`src/rtl/hilo_muldiv_unit.sv`:
```
// Multi-cycle multiply/divide unit that owns the architectural HI/LO registers.
// Optional macro DIV_ZERO_TRAP_EN adds div_zero_exc and rejects divides by zero.
module hilo_muldiv_unit #(
   parameter int MUL_LATENCY = 2
) (
   input  logic        clk,
   input  logic        rst,
   input  logic        start,
   input  logic [5:0]  alu_control,
   input  logic [31:0] src_a,
   input  logic [31:0] src_b,
   input  logic        flush,
   output logic [31:0] result_out,
   output logic [31:0] hi_out,
   output logic [31:0] lo_out,
   output logic        busy,
   output logic        stall_req,
   output logic        done
`ifdef DIV_ZERO_TRAP_EN
   ,
   output logic        div_zero_exc
`endif
);

   localparam logic [5:0] OP_MFHI  = 6'd16;
   localparam logic [5:0] OP_MTHI  = 6'd17;
   localparam logic [5:0] OP_MFLO  = 6'd18;
   localparam logic [5:0] OP_MTLO  = 6'd19;
   localparam logic [5:0] OP_MULT  = 6'd24;
   localparam logic [5:0] OP_MULTU = 6'd25;
   localparam logic [5:0] OP_DIV   = 6'd26;
   localparam logic [5:0] OP_DIVU  = 6'd27;

   typedef enum logic [1:0] {IDLE, MUL, DIV, DIV_FIX} state_t;

   state_t      state;
   logic [4:0]  cnt;
   logic [63:0] prod;
   logic [31:0] quo, rem, dvs;
   logic        neg_q, neg_r;

   logic        in_set, accept, sgn, a_neg, b_neg, ge;
   logic [31:0] mag_a, mag_b;
   logic [63:0] prod_next;
   logic [32:0] shifted, diff;

   always_comb begin
      in_set = (alu_control >= OP_MFHI && alu_control <= OP_MTLO) ||
               (alu_control >= OP_MULT && alu_control <= OP_DIVU);
      accept = (state == IDLE) && start && !flush && in_set;
      // mult and div are the even codes; the odd ones are unsigned
      sgn    = ~alu_control[0];
      a_neg  = sgn & src_a[31];
      b_neg  = sgn & src_b[31];
      prod_next = {{32{a_neg}}, src_a} * {{32{b_neg}}, src_b};
      // negating 0x8000_0000 wraps to itself, which is the correct unsigned magnitude
      mag_a  = a_neg ? -src_a : src_a;
      mag_b  = b_neg ? -src_b : src_b;
      shifted = {rem, quo[31]};
      diff    = shifted - {1'b0, dvs};
      ge      = shifted >= {1'b0, dvs};
   end

   assign busy      = (state != IDLE);
   assign stall_req = start & busy & in_set;
   assign result_out = (alu_control == OP_MFHI) ? hi_out :
                       (alu_control == OP_MFLO) ? lo_out : 32'd0;

   always_ff @(posedge clk) begin
      if (rst) begin
         state  <= IDLE;
         cnt    <= '0;
         prod   <= '0;
         quo    <= '0;
         rem    <= '0;
         dvs    <= '0;
         neg_q  <= 1'b0;
         neg_r  <= 1'b0;
         hi_out <= '0;
         lo_out <= '0;
         done   <= 1'b0;
`ifdef DIV_ZERO_TRAP_EN
         div_zero_exc <= 1'b0;
`endif
      end else begin
         done <= 1'b0;
`ifdef DIV_ZERO_TRAP_EN
         div_zero_exc <= 1'b0;
`endif
         case (state)
            IDLE: if (accept) begin
               case (alu_control)
                  OP_MTHI: hi_out <= src_a;
                  OP_MTLO: lo_out <= src_a;
                  OP_MULT, OP_MULTU: begin
                     prod  <= prod_next;
                     cnt   <= 5'(MUL_LATENCY - 1);
                     state <= MUL;
                  end
                  OP_DIV, OP_DIVU: begin
`ifdef DIV_ZERO_TRAP_EN
                     if (src_b == 32'd0) begin
                        div_zero_exc <= 1'b1;
                     end else
`endif
                     begin
                        quo   <= mag_a;
                        rem   <= '0;
                        dvs   <= mag_b;
                        neg_q <= a_neg ^ b_neg;
                        neg_r <= a_neg;
                        cnt   <= 5'd31;
                        state <= DIV;
                     end
                  end
                  default: ;
               endcase
            end
            MUL: begin
               if (flush) begin
                  state <= IDLE;
               end else if (cnt == 5'd0) begin
                  hi_out <= prod[63:32];
                  lo_out <= prod[31:0];
                  done   <= 1'b1;
                  state  <= IDLE;
               end else begin
                  cnt <= cnt - 5'd1;
               end
            end
            DIV: begin
               if (flush) begin
                  state <= IDLE;
               end else begin
                  // restoring step: the dividend shifts out of quo as quotient bits shift in
                  rem <= ge ? diff[31:0] : shifted[31:0];
                  quo <= {quo[30:0], ge};
                  if (cnt == 5'd0) state <= DIV_FIX;
                  else             cnt   <= cnt - 5'd1;
               end
            end
            DIV_FIX: begin
               if (flush) begin
                  state <= IDLE;
               end else begin
                  lo_out <= neg_q ? -quo : quo;
                  hi_out <= neg_r ? -rem : rem;
                  done   <= 1'b1;
                  state  <= IDLE;
               end
            end
            default: state <= IDLE;
         endcase
      end
   end

endmodule

```
`config.mk`:
```
export PLATFORM = sky130hd
export DESIGN_NAME = hilo_muldiv_unit
export DESIGN_NICKNAME = d
export VERILOG_FILES = /design/src/rtl/hilo_muldiv_unit.sv
export SDC_FILE = /design/constraint.sdc
export NUM_CORES = 2
export LEC_CHECK = 0
export BUFFER_PORTS_ARGS = -buffer_cell sky130_fd_sc_hd__buf_2
export CAP_MARGIN = 0
export CORE_ASPECT_RATIO = 0.6
export CORE_MARGIN = 1
export CORE_UTILIZATION = 60
export DETAILED_ROUTE_END_ITERATION = 7
export HOLD_SLACK_MARGIN = 0.08
export PLACE_DENSITY_LB_ADDON = 0.12
export SYNTH_ARGS = -nofsm -noshare
export SYNTH_HDL_FRONTEND = slang
export SYNTH_SLANG_ARGS = --single-unit
```
`constraint.sdc`:
```
create_clock -name clk -period 21.2 [get_ports clk]
set_clock_uncertainty 0.2 [all_clocks]
set_input_delay 4.24 -clock clk [delete_from_list [all_inputs] [get_ports clk]]
set_output_delay 4.24 -clock clk [all_outputs]
set_load 0.02 [all_outputs]
```
=== After elaboration in Yosys (flattened, before gate mapping) ===
Index checks and enable logic that the tools add are counted.

* Bits in registers: 234
* Input port bits: 74
* Output and inout bits: 99
* Logic and storage cells: 119

* $add $sub $neg: 6
* Multipliers: 1
* Magnitude comparators: 5
* Eq/ne operators: 24
* Multiplexer cells: 43
* Bitwise logic cells: 6
* Reduce and logical (&&, ||, !) cells: 23

{| class="wikitable"
|+ Operators with widths
! kind !! count
|-
| $mux 32 || 23
|-
| $pmux 32 s3 || 2
|-
| $neg 32->32 || 4
|-
| $pmux 32 s2 || 2
|-
| $mul 33x33->64 || 1
|-
| $eq 6x5->1 const B || 8
|-
| $ge 33x32->1 || 1
|-
| $sub 32x32->32 || 1
|-
| $pmux 5 s2 || 2
|-
| $mux 5 || 3
|-
| $ne 2x2->1 const B || 7
|-
| $ge 6x5->1 const B || 2
|-
| $le 6x5->1 const B || 2
|-
| $reduce_and 6->1 || 2
|-
| $mux 2 || 5
|-
| $pmux 2 s4 || 1
|-
| $reduce_and 4->1 || 2
|-
| $ne 2x1->1 const B || 3
|-
| $ne 3x3->1 const B || 2
|-
| $reduce_and 3->1 || 2
|-
| $reduce_bool 2->1 || 3
|-
| $reduce_or 2->1 || 3
|-
| $logic_and 1x1->1 || 5
|-
| $logic_not 5->1 || 1
|-
| 15 further kinds || 21
|}

=== Longest topological paths before layout ===
* Depth in word-level cells: 6
* Depth in mapped cells: 33
* Mapped depth without buffers: 29

=== Worst setup path after synthesis ===
OpenSTA, ideal clock, no wires.

* Path type: in2reg
* From: input port src_a[31]
* To: register prod[61]
* Setup time: 0.117 ns
* Arrival time: 12.392 ns
* Required time: 20.883 ns
* Slack: 8.491 ns
* Stages: 27
* Buffers on the path: 3
* Cell sequence: clkbuf_1 -> nor2b_1 -> clkbuf_1 -> buf_1 -> nand2_1 -> inv_1 -> fa_1 -> fa_1 -> fa_1 -> inv_1 -> fa_1 -> fa_1 -> fa_1 -> fa_1 -> fa_1 -> inv_1 -> ha_1 -> a21o_1 -> a21oi_1 -> nand2_1 -> a221oi_1 -> o31a_1 -> o31ai_1 -> o31a_1 -> a211oi_1 -> mux2i_1 -> nand2_1

* Word-level cells in the longest chain between the ends: 2

{| class="wikitable"
|+ Ends and longest elaborated chain
! what !! RTL line !! text
|-
| start, declared || 10 || <nowiki>input logic [31:0] src_a,</nowiki>
|-
| $and 1x1->1 || 53 || <nowiki>a_neg = sgn & src_a[31];</nowiki>
|-
| $mul 33x33->64 (*) || 55 || <nowiki>prod_next = {{32{a_neg}}, src_a} * {{32{b_neg}}, src_b};</nowiki>
|-
| end signal, assigned || 96 || <nowiki>prod <= prod_next;</nowiki>
|-
| end, declared || 38 || <nowiki>logic [63:0] prod;</nowiki>
|}

Mark *: on every way between the ends. The rest lies on a longest branch, timed or not.
A chain may end at the register's enable or synchronous reset.

=== Final worst setup path ===
Ends and elaborated chain as after synthesis.

==> run summary <==
The number of H-tree levels is 1, and the shortest clock period the worst path allows after layout is 13.41 ns. The run gives 7 as the number of antenna violations at the first check in global routing. The logic depth of the worst register-to-register path was 15. Gates resized during post-CTS repair numbered 0. The final critical path takes up 63.27% of the cycle. For the pin with the worst max-slew slack, the measured transition is 1.286 ns. The biggest cell delay along the critical path works out to 0.74 ns. Once the clock tree was built, the setup fixing pass inserted 0 buffers. The die width is 383.2 um.

TritonCTS built the clock tree. The critical path is of the input pin to flop type. For the via count of the first global-routing pass, the log shows 42410.

The run finished, with violations left. The count of hold-fix buffers inserted at cts is 0, and the count of flip-flops with a built-in enable after synthesis is 0. The post-placement setup slack is 7.346 ns. The warning count from the yosys run was 0. The final core utilization was 63.46%. The tools report the clock tree root buffer cell as clkbuf_16. The synthesized design contains 234 register bits. The cell depth of the worst hold path was 2. The core outline area was 85880 um^2.

Leaving out fill and tap cells, the most frequent cell in the layout is inv_1. Dividing the synthesized area by the synthesized cell count gives 8.539 um^2. The residual antenna-violating net count after detailed routing is 0, and the detail-routed net length per standard cell is 22.98 um.

Once the floorplan was initialized, standard cells occupied 60.91% of the core. For the clock sink count, the log shows 234. Static timing analysis puts the maximum clock frequency at 74.55 MHz. Synthesis produced 6126 cells.

The clock passes through at most 3 buffers. In this run the worst path has a maximum fanout of 38. The pre-antenna-repair detailed-routing pass consisted of 7 iterations. The run gives 38.26% as the combined global-route utilization of all metal layers. The class of the worst hold path was flop to flop. For this run, design rule violations remaining after detail routing come to 6. Final net count: 7446. Once placement finished, the instance area stood at 53740 um^2. The share of cells above drive strength 1 is 5.260%, and the worst-skew pair later-pin latency is 0.55 ns. The run gives 256500 um as the first-pass GRT wire length. The count of input and output buffers came out at 172.

Primary flip-flop cell chosen by synthesis mapping: dfxtp_1. During I/O placement, the number of pins put on the boundary was 173. The minimum setup slack in the final design is 7.786 ns. Relative to the synthesized area, the layout overhead comes to 4.186%.

The cell area that synthesis handed to floorplanning was 52310 um^2. Entering global routing, the biggest net connects 96 pins. The floorplan has 83 rows.

Counting every net in the synthesized netlist gives 7579. Mean number of vias per cell: 5.895. The floorplan step defined a die boundary enclosing 88410 um^2.

The total via count after detailed routing was 42190. At the worst endpoint, the required time is 21.44 ns. For this block, the initial DRC count from the detailed router was 4441.

For this design, the slowest cell found on the critical path is fa_1. In the final timing run, aggregate negative setup slack is 0 ns. Setup repair after global routing left no endpoint under its margin.

Setup violations remaining at the end of the flow were counted as 0. The congestion estimate from routability-driven global placement came to 0.9653. Buffers inserted during clock tree synthesis total 22. The proportion of synthesized flip-flops having asynchronous set or reset works out to 0%.

The height of the die came out at 230.7 um. The category of the worst setup path launch point was an input pin. The final reports fail on design-rule violations. The worst setup path is captured at a flop. The CTS clock-pin slew for the worst setup and hold paths works out to 0.07 ns. Across the run, the number of max-cap violations was 0.

The distinct cell type count of the synthesized netlist is 69, and the count of fill cells added during filler insertion is 7483. The HPWL after detailed placement is 126000 um. Counting stages on the worst path, the most repeated cell is fa_1. In the layout the commonest cells are inv_1 (1202), fa_1 (1126), nand2_1 (1017). Wires add up to 164400 um. Data on the critical path arrives at its endpoint at 13.66 ns.

The finished cells cover 54500 um^2. For the final hold violation count, the log shows 0. The sequential element share of the synthesized area was 8.955%.

Headroom to the max-slew limit came out at 13.37%. For this run the aggregate overflow at the end of global routing stands at 0. The number of pins exceeding their max-slew limit in the final report came out at 0.
[stage by stage]
step / std cells / hold WS, ns
2_1_floorplan: 6126 / 0.2251
6_report: 7157 / 0.2518
3_3_place_gp: 7116 / 0.2414
5_1_grt: 7156 / 0.2663
3_5_place_dp: 7116 / 0.2466
4_1_cts: 7155 / 0.2548
[synth_stat cells (11+ instances only)]
| library cell | n | area (um^2) |
|---|---|---|
| inv_1 | 1202 | 4512 |
| fa_1 | 1126 | 22540 |
| nand2_1 | 1017 | 3817 |
| and2_1 | 379 | 2371 |
| clkbuf_1 | 345 | 1295 |
| nor2_1 | 259 | 972.2 |
| ha_1 | 253 | 3166 |
| dfxtp_1 | 234 | 4684 |
| a21oi_1 | 203 | 1016 |
| o21ai_0 | 156 | 780.8 |
| xnor2_1 | 143 | 1252 |
| a211oi_1 | 65 | 488.0 |
| buf_1 | 61 | 229.0 |
| xor2_1 | 61 | 534.3 |
| mux2i_1 | 58 | 580.6 |
| a21o_1 | 52 | 390.4 |
| a311oi_1 | 48 | 420.4 |
| a22oi_1 | 46 | 345.3 |
| nor3_1 | 37 | 185.2 |
| o31ai_1 | 37 | 277.8 |
| nand3_1 | 36 | 180.2 |
| nand2b_1 | 32 | 200.2 |
| or3_1 | 26 | 162.7 |
| nand4_1 | 22 | 137.6 |
| a221oi_1 | 21 | 183.9 |
| nor2b_1 | 19 | 118.9 |
| o41ai_1 | 19 | 166.4 |
| and3_1 | 18 | 112.6 |
| nor4_1 | 15 | 93.84 |
| o21bai_1 | 14 | 105.1 |
| or4_1 | 13 | 97.59 |
| a31oi_1 | 11 | 68.82 |
[metal layers]
| metal | part of all wire [%] | vias to the layer above | GRT usage [%] | wire length, um |
|---|---|---|---|---|
| met2 | 40 | 2324 | 52.12 | 65080 |
| met1 | 44 | 21290 | 58.63 | 72220 |
| met4 | 2.3 | 6 | 7.788 | 3720 |
| met3 | 14 | 236 | 12.89 | 23270 |
| met5 | 0.088 | - | 0 | 145 |
| li1 | - | 18340 | - | - |
[registers in the layout, summed over array words and instances (netlist names)]
register and flops:
quo 32, rem 32, hi_out 32, neg_r 1, prod 64, lo_out 32, dvs 32, state 2
neg_q 1, cnt 5, done 1
[area by class of cell]
| cell class | count | area (um^2) | area share, % |
|---|---|---|---|
| repair buffers | 251 | 1460 | 2.679 |
| diodes | 2 | 5.005 | 0.009183 |
| flip-flops and latches | 234 | 4684 | 8.595 |
| clock inverters | 12 | 155.1 | 0.2847 |
| inverters | 1202 | 4512 | 8.278 |
| multi-input cells | 4282 | 41650 | 76.42 |
| well taps | 1147 | 1435 | 2.633 |
| clock buffers | 27 | 599.3 | 1.100 |
[critical path, delay by kind of cell]
family | cells | cell delay (ns)
adders and majority gates | 9 | 4.50
and+or+nand+nor | 4 | 1.05
muxes | 1 | 0.23
buffers and inverters | 10 | 2.04
AOI/OAI and AO/OA | 6 | 1.49
[cells by family after synthesis]
| group | synth area share, % |
|---|---|
| AO/OA/AOI/OAI | 9.177 |
| XOR/XNOR | 3.415 |
| adder cells (fa/ha/maj) | 49.14 |
| buffers and inverters | 11.56 |
| flip-flops | 8.955 |
| multiplexers | 1.110 |
| AND/OR/NAND/NOR | 16.64 |
[final timing paths]
kind             start        to  slack, ns
min reg2reg   prod[16]  prod[16]       0.25
min           prod[16]  prod[16]       0.25
max          src_a[31]  prod[61]       7.79
max reg2reg    quo[31]   rem[30]      16.53
Power is not shown: default switching activity piles up to over one toggle a cycle in this logic, so the estimate is an artifact.
